<file path="config.mk">
export PLATFORM = sky130hd
export DESIGN_NAME = frame_detect_autocorr
export DESIGN_NICKNAME = d
export VERILOG_FILES = /design/src/rtl/frame_detect_autocorr.sv
export SDC_FILE = /design/constraint.sdc
export NUM_CORES = 2
export LEC_CHECK = 0
export ABC_AREA = 1
export CELL_PAD_IN_SITES_DETAIL_PLACEMENT = 0
export CELL_PAD_IN_SITES_GLOBAL_PLACEMENT = 1
export CORE_AREA = 2 2 598 481
export DETAILED_ROUTE_END_ITERATION = 16
export DIE_AREA = 0 0 600 483
export GPL_TIMING_DRIVEN = 0
export PLACE_DENSITY_LB_ADDON = 0.1
export SLEW_MARGIN = 20
export SYNTH_ARGS = -nofsm -noshare
export SYNTH_HDL_FRONTEND = slang
export SYNTH_SLANG_ARGS = --single-unit
</file>
<file path="constraint.sdc">
create_clock -name Clk -period 10.5 [get_ports Clk]
set_input_delay 2.1 -clock Clk [delete_from_list [all_inputs] [get_ports Clk]]
set_output_delay 2.1 -clock Clk [all_outputs]
set_load 0.02 [all_outputs]
</file>
<file path="src/rtl/frame_detect_autocorr.sv">
// frame_detect_autocorr
//   Packet start detector for the OFDM receiver. Correlates the complex
//   baseband stream against itself delayed by one short-training period
//   (WIN samples). It declares a frame once the normalised correlation
//   |C|/P has stayed at or above THRESH/8 for PLATEAU consecutive valid
//   samples.
//
// Ports
//   Clk                  clock
//   Rst_n                asynchronous active-low reset
//   FrameDetectionEnable block enable; low returns to IDLE and flushes
//                        every register in the block
//   DataInEnable         input sample valid
//   DataInRe / DataInIm  signed I/Q sample, DW bits each
//   PacketDone           end-of-packet pulse from downstream; releases
//                        FrameFinded
//   FrameFinded          level, high while in FOUND
//   CorrAboveThr         registered threshold-compare flag (debug)
//
// Handshake: a sample is consumed on every rising clock edge where
// DataInEnable=1. There is no backpressure. Each pipeline stage carries a
// valid bit, so a bubble in the input adds no latency. The stateful
// elements (delay lines, sums, counters) move only when a valid sample
// passes them.
//
// Pipeline (one register per stage, valid every cycle):
//   S1 x[n] and x[n-WIN] -> S2 products -> S3 sliding sums
//      -> S4 compare + FSM
// FrameFinded therefore rises 4 cycles after the input cycle of the
// sample that completes the plateau.

module frame_detect_autocorr #(
  parameter int DW      = 12,
  parameter int WIN     = 16,
  parameter int THRESH  = 6,
  parameter int PLATEAU = 48,
  parameter int EMIN    = 1024
) (
  input  logic          Clk,
  input  logic          Rst_n,
  input  logic          FrameDetectionEnable,
  input  logic          DataInEnable,
  input  logic [DW-1:0] DataInRe,
  input  logic [DW-1:0] DataInIm,
  input  logic          PacketDone,
  output logic          FrameFinded,
  output logic          CorrAboveThr
);

  localparam int PW    = 2*DW + 1;             // product / energy width
  localparam int LOGW  = $clog2(WIN);
  localparam int ACCW  = PW + LOGW;            // sliding-sum width
  localparam int CMPW  = ACCW + 4;             // holds 8*|C| and THRESH*P
  localparam int WARMW = $clog2(2*WIN) + 1;
  localparam int PLATW = $clog2(PLATEAU + 1);

  typedef enum logic [1:0] {S_IDLE, S_WARMUP, S_SEARCH, S_FOUND} state_t;

  state_t             r_state, w_state_next;
  logic [WARMW-1:0]   r_warm_cnt, w_warm_next;
  logic [PLATW-1:0]   r_plat_cnt, w_plat_next, w_plat_inc;
  logic               r_corr, w_corr_next;
  logic               w_flush;

  // ---------------- Stage 1: x[n] and x[n-WIN] ----------------
  logic signed [DW-1:0] r_dl_re [WIN];
  logic signed [DW-1:0] r_dl_im [WIN];
  logic signed [DW-1:0] r_x_re, r_x_im, r_xd_re, r_xd_im;
  logic                 r_v1;

  always_ff @(posedge Clk or negedge Rst_n) begin
    if (!Rst_n) begin
      r_v1 <= 1'b0;
      r_x_re <= '0; r_x_im <= '0; r_xd_re <= '0; r_xd_im <= '0;
      for (int i = 0; i < WIN; i++) begin
        r_dl_re[i] <= '0;
        r_dl_im[i] <= '0;
      end
    end else if (w_flush) begin
      r_v1 <= 1'b0;
      r_x_re <= '0; r_x_im <= '0; r_xd_re <= '0; r_xd_im <= '0;
      for (int i = 0; i < WIN; i++) begin
        r_dl_re[i] <= '0;
        r_dl_im[i] <= '0;
      end
    end else begin
      r_v1 <= DataInEnable;
      if (DataInEnable) begin
        r_x_re  <= $signed(DataInRe);
        r_x_im  <= $signed(DataInIm);
        // Oldest entry, read before the shift, is the sample WIN valid
        // samples back.
        r_xd_re <= r_dl_re[WIN-1];
        r_xd_im <= r_dl_im[WIN-1];
        r_dl_re[0] <= $signed(DataInRe);
        r_dl_im[0] <= $signed(DataInIm);
        for (int i = 1; i < WIN; i++) begin
          r_dl_re[i] <= r_dl_re[i-1];
          r_dl_im[i] <= r_dl_im[i-1];
        end
      end
    end
  end

  // ---------------- Stage 2: x[n]*conj(x[n-WIN]), |x[n-WIN]|^2 ----------------
  logic signed [PW-1:0] w_a, w_b, w_c, w_d;
  logic signed [PW-1:0] w_ac, w_bd, w_bc, w_ad, w_cc, w_dd;
  logic signed [PW-1:0] r_p_re, r_p_im, r_e;
  logic                 r_v2;

  assign w_a  = {{(PW-DW){r_x_re[DW-1]}},  r_x_re};
  assign w_b  = {{(PW-DW){r_x_im[DW-1]}},  r_x_im};
  assign w_c  = {{(PW-DW){r_xd_re[DW-1]}}, r_xd_re};
  assign w_d  = {{(PW-DW){r_xd_im[DW-1]}}, r_xd_im};
  assign w_ac = w_a * w_c;
  assign w_bd = w_b * w_d;
  assign w_bc = w_b * w_c;
  assign w_ad = w_a * w_d;
  assign w_cc = w_c * w_c;
  assign w_dd = w_d * w_d;

  always_ff @(posedge Clk or negedge Rst_n) begin
    if (!Rst_n) begin
      r_v2 <= 1'b0; r_p_re <= '0; r_p_im <= '0; r_e <= '0;
    end else if (w_flush) begin
      r_v2 <= 1'b0; r_p_re <= '0; r_p_im <= '0; r_e <= '0;
    end else begin
      r_v2 <= r_v1;
      if (r_v1) begin
        r_p_re <= w_ac + w_bd;
        r_p_im <= w_bc - w_ad;
        r_e    <= w_cc + w_dd;
      end
    end
  end

  // ---------------- Stage 3: sliding sums over WIN samples ----------------
  logic signed [PW-1:0]   r_pd_re [WIN];
  logic signed [PW-1:0]   r_pd_im [WIN];
  logic signed [PW-1:0]   r_pd_e  [WIN];
  logic signed [ACCW-1:0] r_c_re, r_c_im, r_pw;
  logic signed [ACCW-1:0] w_new_re, w_new_im, w_new_e, w_old_re, w_old_im, w_old_e;
  logic                   r_v3;

  assign w_new_re = {{LOGW{r_p_re[PW-1]}}, r_p_re};
  assign w_new_im = {{LOGW{r_p_im[PW-1]}}, r_p_im};
  assign w_new_e  = {{LOGW{1'b0}}, r_e};
  assign w_old_re = {{LOGW{r_pd_re[WIN-1][PW-1]}}, r_pd_re[WIN-1]};
  assign w_old_im = {{LOGW{r_pd_im[WIN-1][PW-1]}}, r_pd_im[WIN-1]};
  assign w_old_e  = {{LOGW{1'b0}}, r_pd_e[WIN-1]};

  always_ff @(posedge Clk or negedge Rst_n) begin
    if (!Rst_n) begin
      r_v3 <= 1'b0; r_c_re <= '0; r_c_im <= '0; r_pw <= '0;
      for (int i = 0; i < WIN; i++) begin
        r_pd_re[i] <= '0; r_pd_im[i] <= '0; r_pd_e[i] <= '0;
      end
    end else if (w_flush) begin
      r_v3 <= 1'b0; r_c_re <= '0; r_c_im <= '0; r_pw <= '0;
      for (int i = 0; i < WIN; i++) begin
        r_pd_re[i] <= '0; r_pd_im[i] <= '0; r_pd_e[i] <= '0;
      end
    end else begin
      r_v3 <= r_v2;
      if (r_v2) begin
        // Add the newest term and drop the one that leaves the window.
        r_c_re <= r_c_re + w_new_re - w_old_re;
        r_c_im <= r_c_im + w_new_im - w_old_im;
        r_pw   <= r_pw   + w_new_e  - w_old_e;
        r_pd_re[0] <= r_p_re;
        r_pd_im[0] <= r_p_im;
        r_pd_e[0]  <= r_e;
        for (int i = 1; i < WIN; i++) begin
          r_pd_re[i] <= r_pd_re[i-1];
          r_pd_im[i] <= r_pd_im[i-1];
          r_pd_e[i]  <= r_pd_e[i-1];
        end
      end
    end
  end

  // ---------------- Stage 4: magnitude estimate and threshold ----------------
  logic [ACCW-1:0] w_abs_re, w_abs_im, w_max, w_min;
  logic [ACCW:0]   w_mag;
  logic [CMPW-1:0] w_lhs, w_rhs;
  logic            w_above;

  // Two's-complement negate; the most negative value maps to 2^(ACCW-1),
  // which is still correct when read as unsigned.
  assign w_abs_re = r_c_re[ACCW-1] ? (~r_c_re + ACCW'(1)) : r_c_re;
  assign w_abs_im = r_c_im[ACCW-1] ? (~r_c_im + ACCW'(1)) : r_c_im;
  assign w_max    = (w_abs_re >= w_abs_im) ? w_abs_re : w_abs_im;
  assign w_min    = (w_abs_re >= w_abs_im) ? w_abs_im : w_abs_re;
  assign w_mag    = {1'b0, w_max} + {2'b00, w_min[ACCW-1:1]};
  assign w_lhs    = {w_mag, 3'b000};
  assign w_rhs    = CMPW'(THRESH) * {4'b0000, r_pw};
  assign w_above  = (w_lhs >= w_rhs) && (r_pw >= ACCW'(EMIN));

  assign w_plat_inc = (r_plat_cnt == PLATW'(PLATEAU)) ? r_plat_cnt
                                                      : r_plat_cnt + PLATW'(1);

  // ---------------- Control FSM ----------------
  always_comb begin
    w_state_next = r_state;
    w_warm_next  = r_warm_cnt;
    w_plat_next  = r_plat_cnt;
    w_corr_next  = 1'b0;
    w_flush      = 1'b0;
    if (!FrameDetectionEnable) begin
      w_state_next = S_IDLE;
      w_warm_next  = '0;
      w_plat_next  = '0;
      w_flush      = 1'b1;
    end else begin
      case (r_state)
        S_IDLE: begin
          w_state_next = S_WARMUP;
          w_warm_next  = '0;
          w_plat_next  = '0;
        end
        S_WARMUP: begin
          // Wait until the sample delay line and the window are both full.
          if (r_v3) begin
            if (r_warm_cnt == WARMW'(2*WIN-1)) begin
              w_state_next = S_SEARCH;
              w_warm_next  = '0;
            end else begin
              w_warm_next = r_warm_cnt + WARMW'(1);
            end
          end
        end
        S_SEARCH: begin
          w_corr_next = r_corr;
          if (r_v3) begin
            w_corr_next = w_above;
            w_plat_next = w_above ? w_plat_inc : '0;
          end
          if (w_plat_next == PLATW'(PLATEAU)) begin
            w_corr_next = 1'b0;
            w_plat_next = '0;
            // A packet-done pulse coinciding with plateau completion
            // cancels the detection and restarts the warm-up.
            if (PacketDone) begin
              w_state_next = S_WARMUP;
              w_flush      = 1'b1;
            end else begin
              w_state_next = S_FOUND;
            end
          end
        end
        S_FOUND: begin
          if (PacketDone) begin
            w_state_next = S_WARMUP;
            w_flush      = 1'b1;
          end
        end
        default: w_state_next = S_IDLE;
      endcase
    end
  end

  always_ff @(posedge Clk or negedge Rst_n) begin
    if (!Rst_n) begin
      r_state    <= S_IDLE;
      r_warm_cnt <= '0;
      r_plat_cnt <= '0;
      r_corr     <= 1'b0;
    end else begin
      r_state    <= w_state_next;
      r_warm_cnt <= w_warm_next;
      r_plat_cnt <= w_plat_next;
      r_corr     <= w_corr_next;
    end
  end

  assign FrameFinded  = (r_state == S_FOUND);
  assign CorrAboveThr = r_corr;

endmodule

</file>
## Word level (Yosys, flattened, before mapping)

Cells that the tools add are included.

| word-level totals | value |
|---|---|
| bits in registers | 1812 |
| output and inout port bits | 2 |
| logic and storage cells | 207 |
| bits of input ports | 29 |

| operators by class | value |
|---|---|
| order comparisons | 3 |
| mux-type cells | 64 |
| equal/unequal tests | 13 |
| reductions and logical operators | 7 |
| multipliers | 7 |
| bitwise operators | 2 |
| add/sub/neg operators | 14 |

Operators by type and width:

| operator | number |
|---|---|
| $mux 400 | 6 |
| $mux 192 | 4 |
| $mux 29 | 10 |
| $mux 25 | 6 |
| $mul 12x12->24 | 6 |
| $mux 12 | 8 |
| $mux 6 | 10 |
| $add 29x2->29 const B | 2 |
| $add 29x25->29 | 2 |
| $not 29->29 | 2 |
| $sub 29x25->29 | 2 |
| $add 24x24->25 | 2 |
| $ge 33x32->1 | 1 |
| $mul 2x29->31 const A | 1 |
| $add 29x28->30 | 1 |
| $add 29x26->29 | 1 |
| $ge 29x12->1 const B | 1 |
| $ge 29x29->1 | 1 |
| $sub 29x26->29 | 1 |
| $sub 24x24->25 | 1 |
| $pmux 6 s2 | 2 |
| $add 6x1->6 const B | 2 |
| $eq 6x6->1 const B | 2 |
| $mux 2 | 6 |
| 14 further kinds | 30 |

## Depth between registers and ports, before layout

| depth | value |
|---|---|
| depth in word-level cells | 17 |
| depth in mapped cells | 68 |
| gate-level depth less buffers | 64 |

## Least setup slack after synthesis

OpenSTA, ideal clock, no wires.

| timing | value |
|---|---|
| path type | register to register |
| from | register r_c_im[2] |
| to | register r_xd_re[11] |
| setup time | 0.119 ns |
| stages on the path, launching flop included | 64 |
| path buffers | 4 |
| arrival | 7.864 ns |
| clock period less this slack | 7.983 ns |
| required time | 10.381 ns |
| path slack | 2.517 ns |
| path through | dfrtp_1 > nor3_1 > nand2_1 > nor2_1 > nand3_1 > nor3_1 > nand4_1 > nor2_1 > nand3_1 > nor3_1 > nand2_1 > o31ai_1 > xor2_1 > inv_1 > ha_1 > nand2_1 > nor2_1 > nand2_1 > [... 28 more ...] > nor3_1 > a211oi_1 > nand2_1 > nand2_1 > nand2_1 > nand2_1 > nand3_2 > nand3_1 > nand2_1 > nor2_1 > nand4_1 > nand2_1 > nand2_2 > buf_6 > buf_6 > buf_6 > nand4_1 > nand2_1 |

| between the ends | value |
|---|---|
| longest elaborated chain between the ends | 17 |
| elaborated cells on any way between the ends | 19 |
| those cells by class | add/sub: 2; order compare: 2; eq/ne: 1; mux: 11; bitwise: 1; reduce/logical: 2 |

Ends and longest elaborated chain:

| what | line | text |
|---|---|---|
| from (decl) | 141 | `logic signed [ACCW-1:0] r_c_re, r_c_im, r_pw;` |
| from (signal assigned) | 168 | `r_c_im <= r_c_im + w_new_im - w_old_im;` |
| $not 29->29 | 191 | `assign w_abs_im = r_c_im[ACCW-1] ? (~r_c_im + ACCW'(1)) : r_c_im;` |
| $add 29x2->29 | 191 |  |
| $mux 29 * | 191 |  |
| $ge 29x29->1 | 192, 193 |  |
| $mux 29 (on tied branches) | 192, 193 |  |
| $add 29x28->30 * | 194 | `assign w_mag = {1'b0, w_max} + {2'b00, w_min[ACCW-1:1]};` |
| $ge 33x32->1 * | 197 | `assign w_above = (w_lhs >= w_rhs) && (r_pw >= ACCW'(EMIN));` |
| $logic_and 1x1->1 * | 197 |  |
| $mux 6 * | 236 | `w_plat_next = w_above ? w_plat_inc : '0;` |
| $mux 6 * | 234 | `if (r_v3) begin` |
| $mux 6 * | 215 | `case (r_state)` |
| $mux 6 * | 209 | `if (!FrameDetectionEnable) begin` |
| $eq 6x6->1 * | 238 | `if (w_plat_next == PLATW'(PLATEAU)) begin` |
| $mux 1 * | 238 |  |
| $pmux 1 s2 * | 215 |  |
| $mux 1 * | 209 |  |
| $mux 12 / $reduce_bool 2->1 (equally long branches) | -- |  |
| to (signal assigned) | 93 | `r_xd_re <= r_dl_re[WIN-1];` |
| to (decl) | 68 | `logic signed [DW-1:0] r_x_re, r_x_im, r_xd_re, r_xd_im;` |

Mark *: on every way between the ends. The rest lies on a longest branch, timed or not. The select of a mux whose other input is x is not followed.
A chain may end at the register's enable or synchronous reset.

## Worst setup path after layout

| timing | value |
|---|---|
| from | register r_xd_re[1] |
| to | register r_p_re[24] |

| between the ends | value |
|---|---|
| longest elaborated chain between the ends | 4 |

Ends and longest elaborated chain:

| what | line | text |
|---|---|---|
| $mul 12x12->24 | 115 | `assign w_ac = w_a * w_c;` |
| $add 24x24->25 | 130 | `r_p_re <= w_ac + w_bd;` |
| $mux 25 | 129 | `if (r_v1) begin` |
| $mux 25 | 125 | `end else if (w_flush) begin` |
| to (signal assigned) | 130 |  |
| to (decl) | 108 | `logic signed [PW-1:0] r_p_re, r_p_im, r_e;` |

No other way between the ends. The select of a mux whose other input is x is not followed.

==> out/qor.txt <==
status: finished, final reports clean
Setup Skew: 0.103 ns
antenna violations before repair: 32
final antenna-violating net count: 0
effective utilization at floorplan: 44.8%
Worst R2R Path Depth: 24
count of buffers inserted at the top-level ports: 29
via count of the first global-routing pass: 107304
share of the synthesized area in the top cell type: 35.2%
beginning of the worst hold path: r_dl_im[179]$_DFFE_PN0P_
post-synthesis cell count: 14222
max_cap viols: 0
Hold Crit Class: register to register
maximum vdd drop: 0.139 mV
nets in the synthesized netlist: 15800
Worst Hold Path Cells: 2
largest net degree at the start of global routing: 140
highest-count cells in the layout ignoring fill and taps: 3573 x sky130_fd_sc_hd__nand4_1, 2904 x sky130_fd_sc_hd__nand2_1, 1819 x sky130_fd_sc_hd__inv_1
Placed Area: 133000 µm²
first-pass iteration count of the detailed router: 8
GR Overflow Total: 0
DRC Markers: 0
Syn Std Cell Area: 127000 µm²
flop2flop setup slack: 0.45 ns
clock tree from TritonCTS: yes
Max-Slew Margin vs Limit: 13.3%
global-route usage over all layers: 32.2%
total negative slack for setup checks: 0 ns
post-CTS clock slew at the launch and capture registers of the worst setup and hold paths: 0.06 ns
Starting DRT DRC Count: 11176
Hold Slack: 0.506 ns
routed length per placed instance: 25.2 µm
vertical die dimension: 483 µm
total routed wirelength: 467000 µm
Worst Tran Pin Value: 1.30 ns
NumNets Final: 16085
capture point of the worst reg-to-reg path: r_p_re[24]$_DFFE_PN0P_
H-tree depth: 4
Pins Over Slew Limit: 0
final setup vio count: 0
Period Utilization, post-route: 95.7%
EDFF count, synth: 0
most common cell after layout, fill and taps aside: sky130_fd_sc_hd__nand4_1
routability congestion estimate: 0.990
final hold violation count: 0
Worst R2R Start: r_xd_re[1]$_DFFE_PN0P_
# IOs: 31
layout cell share with drive strength beyond 1: 6.24%
Layout fillers: 27115
global-route wire length before repair: 701000 µm
clock latency of the later-clocked register in the worst-skew pair: 0.92 ns
area inside the core boundary: 284000 µm²
register area share after synthesis: 35.2%
Worst Path Arrival: 10.76 ns
Worst Setup Start Kind: register
share of flip-flops with an asynchronous set or reset: 100%
time the final worst path needs with I/O delays and setup: 10.05 ns
cell accounting for the most synthesized area: sky130_fd_sc_hd__dfrtp_1
via count normalized by instance count: 5.90
clk sink count: 1788
Hold-fix buffers, CTS: 0
Unique masters post-synth: 47
Final Cell Area: 140000 µm²
buffer depth of the longest clock path: 4
number of standard-cell rows in the floorplan: 175
area taken by multi-input logic gates: 68000 µm²
type of destination of the critical path: register
most used flip-flop cell after synthesis: sky130_fd_sc_hd__dfrtp_1
Synth warnings: 0
critical path class: register to register
Root Driver: sky130_fd_sc_hd__clkbuf_16
power density of the placed cells: 112 nW/µm²
Vias: 109051
die area: 290000 µm²
sequential cell area: 44700 µm²
hold-critical path endpoint: r_dl_im[167]$_DFFE_PN0P_
number of buffers created by CTS: 203
post-synthesis register bit count: 1788
largest fanout on the critical path: 10
average cell area after synthesis: 8.93 µm²
die outline width: 600 µm
half-perimeter wire length of the detailed placement result: 369000 µm
Worst EP required: 11.21 ns
cells taking the most area after synthesis: sky130_fd_sc_hd__dfrtp_1 35%, sky130_fd_sc_hd__nand4_1 18%, sky130_fd_sc_hd__fa_1 16%
maximum clock rate: 99.5 MHz
total leakage power: 74.0 nW
synthesis-to-finish area growth: 10.3%
## state kept, by name (all words and copies together), names as in the netlist, 29 cells and up
signal and flops:
r_c_im 29, r_c_re 29, r_dl_im 192, r_dl_re 192
r_pd_e 400, r_pd_im 400, r_pd_re 400, r_pw 29
## cells by family (layout without fill, tap and decap cells)
family,count (synthesis),after routing,synth area share (%)
DFF,1788,1788,35.2
buffers and inverters,3194,3638,11.5
adders and majority gates,1549,1549,21.3
other,0,22,0
xor gates and xnor gates,308,308,2.12
and+or+nand+nor,6827,6827,27.4
AOI/OAI and AO/OA,556,556,2.41
## what timing repair did
item	4_1_cts	5_1_grt
pin swaps	1	21
setup buffers	0	30
setup endpoints to repair	1775	1778
resized for setup	20	79
gates cloned	0	0
## metal layers
layer | up-vias | track usage [%] | wire length, µm
met5 | - | 0.630 | 360
met4 | 16 | 5.89 | 8800
met3 | 496 | 9.18 | 48200
met2 | 3897 | 43.2 | 184000
met1 | 55448 | 50.9 | 225000
li1 | 49194 | - | -
## final cells by class
cell class / count / area share [%]
multi-input combinational: 9240 / 48.5
sequential: 1788 / 31.9
buffer: 1367 / 5.67
inverter: 1825 / 4.89
clock buffer: 300 / 4.20
tap: 3805 / 3.40
timing repair buffer: 82 / 0.813
clock inverter: 64 / 0.583
antenna: 22 / 0.0393
## worst max path at each step
stage / start / to / slack, ns / cells after the start
floorplan: r_c_im[2]$_DFFE_PN0P_ / r_xd_re[11]$_DFFE_PN0P_ / 2.52 / 63
global placement: Rst_n / r_pd_im[196]$_DFFE_PN0P_ / -74.76 / 1
detailed placement: r_c_im[2]$_DFFE_PN0P_ / r_dl_re[19]$_DFFE_PN0P_ / -1.31 / 64
CTS: r_c_im[2]$_DFFE_PN0P_ / r_dl_re[19]$_DFFE_PN0P_ / 0.08 / 64
global route: r_c_im[2]$_DFFE_PN0P_ / r_dl_re[19]$_DFFE_PN0P_ / -0.07 / 66
finish: r_xd_re[1]$_DFFE_PN0P_ / r_p_re[24]$_DFFE_PN0P_ / 0.45 / 24
## worst max-delay path, cell delays in order (launching register included)
cell	delay, ns
sky130_fd_sc_hd__dfrtp_1	0.63
sky130_fd_sc_hd__clkbuf_1	0.92
sky130_fd_sc_hd__clkbuf_1	0.92
sky130_fd_sc_hd__nand2_1	0.12
sky130_fd_sc_hd__inv_1	0.15
sky130_fd_sc_hd__fa_1	0.58
sky130_fd_sc_hd__fa_1	0.64
sky130_fd_sc_hd__inv_1	0.37
sky130_fd_sc_hd__fa_1	0.54
sky130_fd_sc_hd__fa_1	0.51
sky130_fd_sc_hd__fa_1	0.59
sky130_fd_sc_hd__fa_1	0.45
sky130_fd_sc_hd__fa_1	0.50
sky130_fd_sc_hd__inv_1	0.05
sky130_fd_sc_hd__ha_1	0.36
sky130_fd_sc_hd__nand2_1	0.12
sky130_fd_sc_hd__nor4_1	0.63
sky130_fd_sc_hd__nand4_1	0.17
sky130_fd_sc_hd__nand3_1	0.26
sky130_fd_sc_hd__nand3_1	0.11
sky130_fd_sc_hd__nand2_1	0.13
sky130_fd_sc_hd__xor2_1	0.41
sky130_fd_sc_hd__inv_1	0.39
sky130_fd_sc_hd__nand4_1	0.21
sky130_fd_sc_hd__nand2_1	0.07
## stage by stage
stage / setup WS, ns / util, % / power (mW) / std cells
final: 0.450 / 49.4 / 15.7 / 18493
after global routing: -0.0688 / 49.4 / 16.2 / 18474
after CTS: 0.0773 / 49.2 / 15.8 / 18440
after detailed placement: -1.31 / 46.8 / 8.47 / 18076
after global placement: -74.76 / 46.6 / 8.48 / 18056
after floorplan: 2.52 / - / 7.83 / 14222
## Yosys cell counts, types with 2 or more instances
master / count
sky130_fd_sc_hd__nand4_1: 3573
sky130_fd_sc_hd__nand2_1: 2908
sky130_fd_sc_hd__inv_1: 1821
sky130_fd_sc_hd__dfrtp_1: 1788
sky130_fd_sc_hd__fa_1: 1026
sky130_fd_sc_hd__clkbuf_1: 723
sky130_fd_sc_hd__ha_1: 523
sky130_fd_sc_hd__buf_6: 339
sky130_fd_sc_hd__buf_1: 257
sky130_fd_sc_hd__a21oi_1: 245
sky130_fd_sc_hd__o21ai_0: 185
sky130_fd_sc_hd__nor2_1: 180
sky130_fd_sc_hd__xor2_1: 180
sky130_fd_sc_hd__xnor2_1: 128
sky130_fd_sc_hd__nand3_1: 77
sky130_fd_sc_hd__buf_2: 50
sky130_fd_sc_hd__nor3_1: 34
sky130_fd_sc_hd__or2_2: 25
sky130_fd_sc_hd__a31oi_1: 20
sky130_fd_sc_hd__a21o_1: 14
sky130_fd_sc_hd__nor4_1: 14
sky130_fd_sc_hd__a21boi_0: 13
sky130_fd_sc_hd__o21bai_1: 13
sky130_fd_sc_hd__o21ai_1: 11
sky130_fd_sc_hd__o211ai_1: 10
sky130_fd_sc_hd__o21a_1: 8
sky130_fd_sc_hd__a221oi_1: 6
sky130_fd_sc_hd__nor2_2: 6
sky130_fd_sc_hd__o22ai_1: 6
sky130_fd_sc_hd__o31ai_1: 6
sky130_fd_sc_hd__nand2_2: 4
sky130_fd_sc_hd__o221ai_1: 4
sky130_fd_sc_hd__a21boi_1: 3
sky130_fd_sc_hd__a41oi_1: 3
sky130_fd_sc_hd__inv_2: 3
sky130_fd_sc_hd__nand3_2: 3
sky130_fd_sc_hd__a211oi_1: 2
sky130_fd_sc_hd__o41ai_1: 2
## where the power goes
group          leakage [nW]  switching, mW  total [mW]  internal [mW]
registers              25.0         0.0113        6.92           6.91
clock network          3.28           3.09        7.33           4.25
logic                  45.8           1.16        1.47          0.309
total                  74.0           4.26        15.7           11.5
Note: power is estimated with default switching activity, not from simulation.
